## src/rtl/alu_project_pkg.sv

```systemverilog
// alu_project_pkg: opcode and screen selects plus the active-low 7-segment code table.
// The segment patterns use bit order {g,f,e,d,c,b,a}.
package alu_project_pkg;
    localparam logic [2:0] OP_ADD = 3'd0;
    localparam logic [2:0] OP_SUB = 3'd1;
    localparam logic [2:0] OP_MUL = 3'd2;
    localparam logic [2:0] OP_AND = 3'd3;
    localparam logic [2:0] OP_OR  = 3'd4;
    localparam logic [2:0] OP_XOR = 3'd5;
    localparam logic [1:0] SCR_A     = 2'd0;
    localparam logic [1:0] SCR_B     = 2'd1;
    localparam logic [1:0] SCR_RES   = 2'd2;
    localparam logic [1:0] SCR_FLAGS = 2'd3;
    // Element [n] holds the pattern for digit n.
    localparam logic [9:0][6:0] SEG_CODES = {
        7'b0010000, 7'b0000000, 7'b1111000, 7'b0000010, 7'b0010010,
        7'b0011001, 7'b0110000, 7'b0100100, 7'b1111001, 7'b1000000
    };
    localparam logic [6:0] SEG_BLANK = 7'b1111111;
endpackage

```

## src/rtl/alu_project_seven_seg_decoder.sv

```systemverilog
// seven_seg_decoder: 4-bit digit to active-low gfedcba pattern; values 10-15 are blank.
module seven_seg_decoder
    import alu_project_pkg::*;
(
    input  logic [3:0] digit,
    output logic [6:0] seg
);
    assign seg = (digit < 4'd10) ? SEG_CODES[digit] : SEG_BLANK;
endmodule

```

## src/rtl/alu_project.sv

```systemverilog
// alu_project: 4-bit registered ALU with a three-digit 7-segment readout.
// The readout reflects this cycle's operands, result and flags, so it shares the ALU's one-cycle latency.
module alu_project
    import alu_project_pkg::*;
#(
    parameter bit SEG_ACTIVE_LOW = 1'b1
) (
    input  logic       clk,
    input  logic       rst,
    input  logic [3:0] A,
    input  logic [3:0] B,
    input  logic [2:0] opcode,
    input  logic [1:0] screen,
    input  logic       carry_in,
    output logic [7:0] result,
    output logic       carry_out,
    output logic       overflow,
    output logic [6:0] seg_1,
    output logic [6:0] seg_2,
    output logic [6:0] seg_3,
    output logic [3:0] display_1,
    output logic [3:0] display_2,
    output logic [3:0] display_3
);
    logic [4:0] sum;
    logic [7:0] diff, prod, shown, res_d, res_q;
    logic       borrow, cout_d, cout_q, ovf_d, ovf_q;
    logic [3:0] d1_d, d2_d, d3_d, d1_q, d2_q, d3_q;
    logic [6:0] raw_1, raw_2, raw_3;

    assign sum    = {1'b0, A} + {1'b0, B} + {4'b0, carry_in};
    assign diff   = {4'b0, A} - {4'b0, B} - {7'b0, carry_in};
    assign borrow = {1'b0, A} < ({1'b0, B} + {4'b0, carry_in});
    assign prod   = {4'b0, A} * {4'b0, B};

    always_comb begin
        res_d  = '0;
        cout_d = 1'b0;
        ovf_d  = 1'b0;
        case (opcode)
            OP_ADD: begin res_d = {3'b0, sum}; cout_d = sum[4]; ovf_d = sum > 5'd15; end
            OP_SUB: begin res_d = diff; cout_d = borrow; ovf_d = borrow; end
            OP_MUL: begin res_d = prod; ovf_d = prod > 8'd15; end
            OP_AND: res_d = {4'b0, A & B};
            OP_OR:  res_d = {4'b0, A | B};
            OP_XOR: res_d = {4'b0, A ^ B};
            default: ;
        endcase
    end

    always_comb begin
        shown = screen == SCR_A ? {4'b0, A} : screen == SCR_B ? {4'b0, B} : res_d;
        d1_d  = screen == SCR_FLAGS ? {3'b0, cout_d} : 4'(shown / 8'd100);
        d2_d  = screen == SCR_FLAGS ? {3'b0, ovf_d}  : 4'((shown / 8'd10) % 8'd10);
        d3_d  = screen == SCR_FLAGS ? {1'b0, opcode} : 4'(shown % 8'd10);
    end

    always_ff @(posedge clk) begin
        if (rst) begin
            res_q  <= '0;
            cout_q <= 1'b0;
            ovf_q  <= 1'b0;
            d1_q   <= '0;
            d2_q   <= '0;
            d3_q   <= '0;
        end else begin
            res_q  <= res_d;
            cout_q <= cout_d;
            ovf_q  <= ovf_d;
            d1_q   <= d1_d;
            d2_q   <= d2_d;
            d3_q   <= d3_d;
        end
    end

    // Segments decode the registered digits, so they stay a pure function of flops.
    seven_seg_decoder u_dec_1 (.digit(d1_q), .seg(raw_1));
    seven_seg_decoder u_dec_2 (.digit(d2_q), .seg(raw_2));
    seven_seg_decoder u_dec_3 (.digit(d3_q), .seg(raw_3));

    assign seg_1     = SEG_ACTIVE_LOW ? raw_1 : ~raw_1;
    assign seg_2     = SEG_ACTIVE_LOW ? raw_2 : ~raw_2;
    assign seg_3     = SEG_ACTIVE_LOW ? raw_3 : ~raw_3;
    assign result    = res_q;
    assign carry_out = cout_q;
    assign overflow  = ovf_q;
    assign display_1 = d1_q;
    assign display_2 = d2_q;
    assign display_3 = d3_q;
endmodule

```

## config.mk

```make
export PLATFORM = sky130hd
export DESIGN_NAME = alu_project
export DESIGN_NICKNAME = d
export VERILOG_FILES = /design/src/rtl/alu_project_pkg.sv /design/src/rtl/alu_project_seven_seg_decoder.sv /design/src/rtl/alu_project.sv
export SDC_FILE = /design/constraint.sdc
export NUM_CORES = 1
export LEC_CHECK = 0
export ABC_AREA = 0
export ABC_CLOCK_PERIOD_IN_PS = 7000
export BUFFER_PORTS_ARGS = -buffer_cell sky130_fd_sc_hd__buf_2
export CAP_MARGIN = 30
export CORE_ASPECT_RATIO = 0.7
export CORE_MARGIN = 3
export CORE_UTILIZATION = 58
export CTS_CLUSTER_DIAMETER = 80
export DETAILED_ROUTE_END_ITERATION = 12
export GPL_TIMING_DRIVEN = 1
export PLACE_DENSITY_LB_ADDON = 0.1
export SLEW_MARGIN = 5
export SYNTH_ARGS = -nofsm -noshare
export SYNTH_HDL_FRONTEND = slang
export SYNTH_SLANG_ARGS = --single-unit
```

## constraint.sdc

```tcl
create_clock -name clk -period 7 [get_ports clk]
set_input_delay 0.7 -clock clk [delete_from_list [all_inputs] [get_ports clk]]
set_output_delay 0.7 -clock clk [all_outputs]
set_load 0.05 [all_outputs]
```

==> results of run 1 <==
==> cell usage after synthesis (3+ instances only) <==
cell type | instances | share of area [%]
a311oi_1 | 3 | 0.81
nand3_1 | 5 | 0.77
a31oi_1 | 6 | 1.2
o211a_1 | 5 | 1.5
a2bb2oi_1 | 3 | 0.81
nor3_1 | 12 | 1.9
a211oi_1 | 6 | 1.4
inv_1 | 37 | 4.3
and3_1 | 3 | 0.58
or2_2 | 4 | 0.77
nand2b_1 | 12 | 2.3
fa_1 | 7 | 4.3
o21ai_0 | 18 | 2.8
o21a_1 | 3 | 0.70
nor2b_1 | 6 | 1.2
nand2_1 | 21 | 2.4
a2111oi_0 | 3 | 0.81
buf_4 | 6 | 1.4
clkbuf_1 | 9 | 1.0
xnor2_1 | 9 | 2.4
or3_1 | 3 | 0.58
nor2_1 | 49 | 5.7
ha_1 | 45 | 17
a211oi_2 | 5 | 1.9
buf_2 | 4 | 0.62
dfxtp_1 | 20 | 12
a21oi_1 | 34 | 5.3
o21ai_1 | 4 | 0.62
==> power by group through the flow <==
stage | Clock, µW | Sequential, µW | Combinational, µW
2_1_floorplan | 0 | 161 | 252
3_3_place_gp | 0 | 134 | 344
3_5_place_dp | 0 | 134 | 351
4_1_cts | 76.2 | 131 | 354
5_1_grt | 82.1 | 133 | 388
6_report | 76.2 | 132 | 356
==> layout make-up <==
| class | instances | share of cell area, % |
|---|---|---|
| multi-input cells | 335 | 72.8 |
| flip-flops and latches | 20 | 11.3 |
| repair buffers | 57 | 8.20 |
| inverters | 38 | 4.03 |
| well taps | 72 | 2.54 |
| clock buffers | 3 | 1.17 |
==> stage by stage <==
step           utilization (%)  cells  hold slack, ns
2_1_floorplan                -    414           0.765
3_3_place_gp              65.9    522            1.06
3_5_place_dp              65.9    522            1.06
4_1_cts                   66.7    525           0.805
5_1_grt                   66.7    525           0.822
6_report                  66.7    525           0.806
==> metal layers <==
metal | share of wire, % | wire length (µm) | track usage [%]
met4 | 0.32 | 26 | 1.44
met2 | 42 | 3410 | 36.7
met3 | 9.2 | 754 | 4.07
met5 | 0 | 0 | 0
met1 | 49 | 3970 | 39.6
==> state kept, by name, indices dropped and copies added, names as in the netlist <==
register / cells
carry_out: 1
display_1: 2
display_2: 4
display_3: 4
overflow: 1
result: 8
==> worst max-delay path by stage <==
stage / slack, ns / endpoint / from / depth (start not counted)
after floorplan: 1.04 / display_2[2] / B[1] / 24
after global placement: 0.58 / display_2[2] / B[1] / 24
after detailed placement: 0.29 / display_2[2] / B[1] / 24
after CTS: 0.52 / display_2[2] / B[1] / 24
after global routing: 0.03 / display_2[2] / B[1] / 24
final: 0.50 / display_2[2] / B[1] / 24
==> layout by cell type, fill, tap and decap left out, types with 3 or more instances in the layout <==
cell type	count
clkbuf_8	3
fa_1	7
nor3_1	12
nor2b_1	6
nand3_1	5
or3_1	3
a2bb2oi_1	3
and3_1	3
o211a_1	5
conb_1	3
xnor2_1	9
o21ai_1	4
a311oi_1	3
a2111oi_0	3
or2_2	4
a31oi_1	6
dfxtp_1	20
nand2_1	21
buf_2	55
o21a_1	3
nor2_1	49
ha_1	45
inv_1	37
a21oi_1	34
a211oi_1	6
nand2b_1	12
o21ai_0	18
a211oi_2	5
==> critical path, stage by stage <==
cell,delay [ns]
buf_2,0.13
inv_1,0.23
nor2_1,0.12
fa_1,0.52
fa_1,0.55
inv_1,0.07
fa_1,0.45
nand2b_1,0.16
a21oi_1,0.15
xor2_1,0.39
a22oi_2,0.21
or3_1,0.55
o21ai_1,0.21
o21ai_1,0.11
a211oi_2,0.37
inv_1,0.09
ha_1,0.20
inv_1,0.05
nor2_1,0.06
a41oi_4,0.28
xnor2_2,0.18
ha_1,0.28
a2111oi_0,0.39
a2bb2oi_1,0.24
==> kinds of logic after synthesis <==
family	share of synthesized area [%]
AND/OR/NAND/NOR	23.0
other	0.116
AO/OA/AOI/OAI	26.3
adder cells (fa/ha/maj)	22.1
XOR/XNOR	3.99
flip-flops	12.4
buffers and inverters	8.17
multiplexers	3.99
==> flow_metrics.tcl, run 1 <==
set metrics [dict create \
    power_switching_uw 293 \
    total_power_uw 564 \
    clk_path_buf_depth 2 \
    dr_total_vias 3113 \
    finalWorstPathRequiredPeriod_ns 6.50 \
    power.switching_fraction_pct 51.9 \
    cts_tree "yes" \
    dpl.hpwl_mm 6.58 \
    tightestPinTransition_ns 0.929 \
    final_max_slew_viol_count 0 \
    postPlaceCellArea_mm2 0.00350 \
    fp.dieH_um 68.5 \
    row_count 22 \
    power_per_cell_area_mw_per_mm2 159 \
    grtUsageTotal_pct 25.1 \
    run_status "finished clean" \
    synthCells 412 \
    worst_setup_path_type "input pin to flip-flop" \
    postSynthRegisterBits 20 \
    synth.cell_area_mm2 0.00323 \
    setup_violations 0 \
    final_number_of_hold_violating_endpoints 0 \
    path_type_of_the_worst_min_delay_path "input pin to flip-flop" \
    cts_root_buf "clkbuf_8" \
    holdBufCountCts 0 \
    first_global_vias 2629 \
    period_share_pct 92.9 \
    antenna_found_initial 0 \
    cts_buffers 3 \
    resized_cells_post_cts 0 \
    power_frac_comb_pct 63.2 \
    area.growth.synth_to_final_pct 9.52 \
    finalInstanceArea_mm2 0.00354 \
    final_critical_path_setup_slack_ns 0.500 \
    grt_start_max_net_pins 19 \
    clkSinkCount 20 \
    power.internal_uw 272 \
    setup_total_negative_slack_ns 0 \
    sequentialPowerShare_pct 23.3 \
    grt_pass1_wl_mm 13.0 \
    routabilityCongestion 0.904 \
    via_per_inst 5.93 \
    drt_first_iter_violations 272 \
    fill_cells 485 \
    drt-total-wl_mm 8.16 \
    dpl_worst_slack_ns 0.294 \
    postRouteAntennaNets 0 \
    static-leakage-power_uw 0.00166 \
    clock_power_share_pct 13.5 \
    critical_path.endpoint_type "flip-flop" \
    hold_path.startpoint "rst" \
    total_iterations_of_the_first_detailed_routing_run 5 \
    floorplan.die.width_um 95.2 \
    core_region_area_mm2 0.00531 \
    layout.nets 523 \
    synthesis.yosys.warnings 0 \
    multi_input_comb_area_mm2 0.00258 \
    worstPathMaxFanout 10 \
    cts_h_tree_lvls 1 \
    min_delay_worst_endpoint "result[0]" \
    drt_drc_violations_left 0 \
    post_route_cells_drive_above_1_share_pct 22.1 \
    max_freq_ghz 0.154 \
    grt-ovfl-total 0 \
    n_antenna_cell 0 \
    io-pin-count 59 \
    area_taken_by_flip_flops_and_latches_um2 400 \
    floorplan.initialDensity_pct 60.9 \
    share_of_async_settable_or_async_resettable_flops_after_synthesis_pct 0 \
    clkSlewWorstSetupHoldPaths_ns 0.08 \
    port-buffer-count 55 \
    avgSynthCellArea_um2 7.85 \
    detail_route.wl_per_cell_um 15.5 \
    worst_slew_margin_rel_pct 36.5 \
    ys.flop_type "dfxtp_1" \
    synth-edff-count 0 \
    design.die.area_mm2 0.00652 \
    crit_required_ns 7.19 \
    cap_viol_max_count 0 \
    sequential_fraction_of_the_synthesis_area_pct 12.4 \
    post-cts-setup-buffers 0 \
    hold_depth 2 \
    setup_repair_after_global_routing_missed_its_margin "no" \
    ir_drop_v 0.0000803 \
    start_kind "input pin" \
    data_arrival_time_at_the_worst_slack_endpoint_ns 6.69 \
    synth.distinct_cells 80 \
]
Power figures use the tool's default switching activity.
==> run 2, diff against run 1 <==
Settings changed: REMOVE_ABC_BUFFERS set to 1.
==> run 2 against run 1 <==
- setup slack improved by 0.14 ns
- sequential share of layout area about the same
- power grew 2.4%
- count of clock-buffer cells in the layout grew 1
- critical path type unchanged
- largest cell class unchanged
- highest routed layer unchanged
==> flow_metrics.tcl, run 2 (synthesis gave the netlist of run 1 again) <==
set metrics [dict create \
    crit_required_ns 7.21 \
    path_type_of_the_worst_min_delay_path "input pin to flip-flop" \
    largest_register_ffs 8 \
    start_kind "input pin" \
    drt_first_iter_violations 236 \
    total_power_uw 578 \
    floorplan.die.width_um 95.2 \
    cp_slowest_cell "fa_1" \
    setup_total_negative_slack_ns 0 \
    dpl.hpwl_mm 6.70 \
    worstPathCellList "buf_2 -> inv_1 -> nor2_1 -> fa_1 -> fa_1 -> inv_1 -> fa_1 -> nand2b_1 -> a21oi_1 -> xor2_1 -> a22oi_2 -> or3_1 -> o21ai_1 -> o21ai_1 -> a211oi_2 -> inv_1 -> ha_1 -> inv_1 -> nor2_1 -> a41oi_4 -> xnor2_2 -> ha_1 -> a2111oi_0 -> a2bb2oi_1" \
    final_max_slew_viol_count 0 \
    clkSlewWorstSetupHoldPaths_ns 0.08 \
    n_antenna_cell 0 \
    final_number_of_hold_violating_endpoints 0 \
    area.growth.synth_to_final_pct 9.71 \
    cts_buffers 3 \
    finalWorstPathRequiredPeriod_ns 6.36 \
    layout.nets 522 \
    tightestPinTransition_ns 0.938 \
    row_count 22 \
    max_freq_ghz 0.157 \
    critical_path.most_common_cell "inv_1" \
    mostFrequentLayoutCells "55 x buf_2, 49 x nor2_1, 45 x ha_1, 37 x inv_1, 34 x a21oi_1" \
    drt_drc_violations_left 0 \
    floorplan.initialDensity_pct 60.9 \
    data_arrival_time_at_the_worst_slack_endpoint_ns 6.57 \
    period_share_pct 90.9 \
    via_per_inst 6.00 \
    grt_start_max_net_pins 19 \
    holdBufCountCts 0 \
    worstPathMaxFanout 10 \
    postPlaceCellArea_mm2 0.00349 \
    resized_cells_post_cts 0 \
    grtUsageTotal_pct 26.1 \
    clkSinkCount 20 \
    dr_total_vias 3151 \
    fp.dieH_um 68.5 \
    finalInstanceArea_mm2 0.00355 \
    clk_path_buf_depth 2 \
    worst_slew_margin_rel_pct 35.8 \
    critical_path.endpoint_type "flip-flop" \
    critical-path-top-delay-family "adder cells" \
    setup_violations 0 \
    total_iterations_of_the_first_detailed_routing_run 5 \
    ir_drop_v 0.0000728 \
    core_region_area_mm2 0.00531 \
    mostFrequentLayoutCell "buf_2" \
    fin_worst_hold_slack_ns 0.795 \
    grt-ovfl-total 0 \
    cts_root_buf "clkbuf_8" \
    static-leakage-power_uw 0.00166 \
    routabilityCongestion 0.913 \
    first_global_vias 2656 \
    cp_num_buf_inv 5 \
    grt_pass1_wl_mm 13.3 \
    power_per_cell_area_mw_per_mm2 163 \
    setup_repair_after_global_routing_missed_its_margin "no" \
    post_route_cells_drive_above_1_share_pct 22.1 \
    antenna_found_initial 0 \
    drt-total-wl_mm 8.31 \
    post-cts-setup-buffers 0 \
    largest_incremental_delay_on_the_critical_path_ns 0.55 \
    run_status "finished clean" \
    port-buffer-count 55 \
    io-pin-count 59 \
    cap_viol_max_count 0 \
    worst_setup_path_type "input pin to flip-flop" \
    cts_h_tree_lvls 1 \
    detail_route.wl_per_cell_um 15.8 \
    design.die.area_mm2 0.00652 \
    cts_tree "yes" \
    postRouteAntennaNets 0 \
]
-- run 2: changes by cell type in the layout (fill, tap and decap cells not counted) --
cell,change
clkbuf_8,+1
buf_4,-1
-- run 2: routing by layer --
layer  track usage [%]  vias up  wire [µm]  part of all wire [%]
met2              37.1      137       3390                    41
met5                 0        -          0                     0
met4              4.86        0         55                  0.66
li1                  -     1548          -                     -
met1              40.6     1460       4180                    50
met3              4.29        6        681                   8.2
-- run 2: final cells by class --
type / instances / area [µm²]
well taps: 72 / 90.1
inverters: 38 / 143
flip-flops and latches: 20 / 400
fillers: 468 / 1770
repair buffers: 56 / 283
clock buffers: 4 / 55.1
multi-input cells: 335 / 2580
-- run 2: through the flow --
step,std cells,worst slack (ns),utilization (%)
final,525,0.638,66.8
after global routing,525,0.138,66.8
after floorplan,393,0.984,-
after detailed placement,521,0.380,65.7
after CTS,525,0.649,66.8
after global placement,521,0.574,65.7
-- run 2: power by group --
group          switching, µW  internal [µW]  total (µW)
Combinational            246            110         356
Clock                   39.8           50.1        89.9
Sequential              9.22            122         132
Total                    295            283         578
-- run 2: path summary, 6_finish.rpt --
| path | start | end | cells past startpoint | slack, ns |
|---|---|---|---|---|
| max | B[1] | display_2[2] | 24 | 0.64 |
| min | rst | result[0] | 2 | 0.80 |
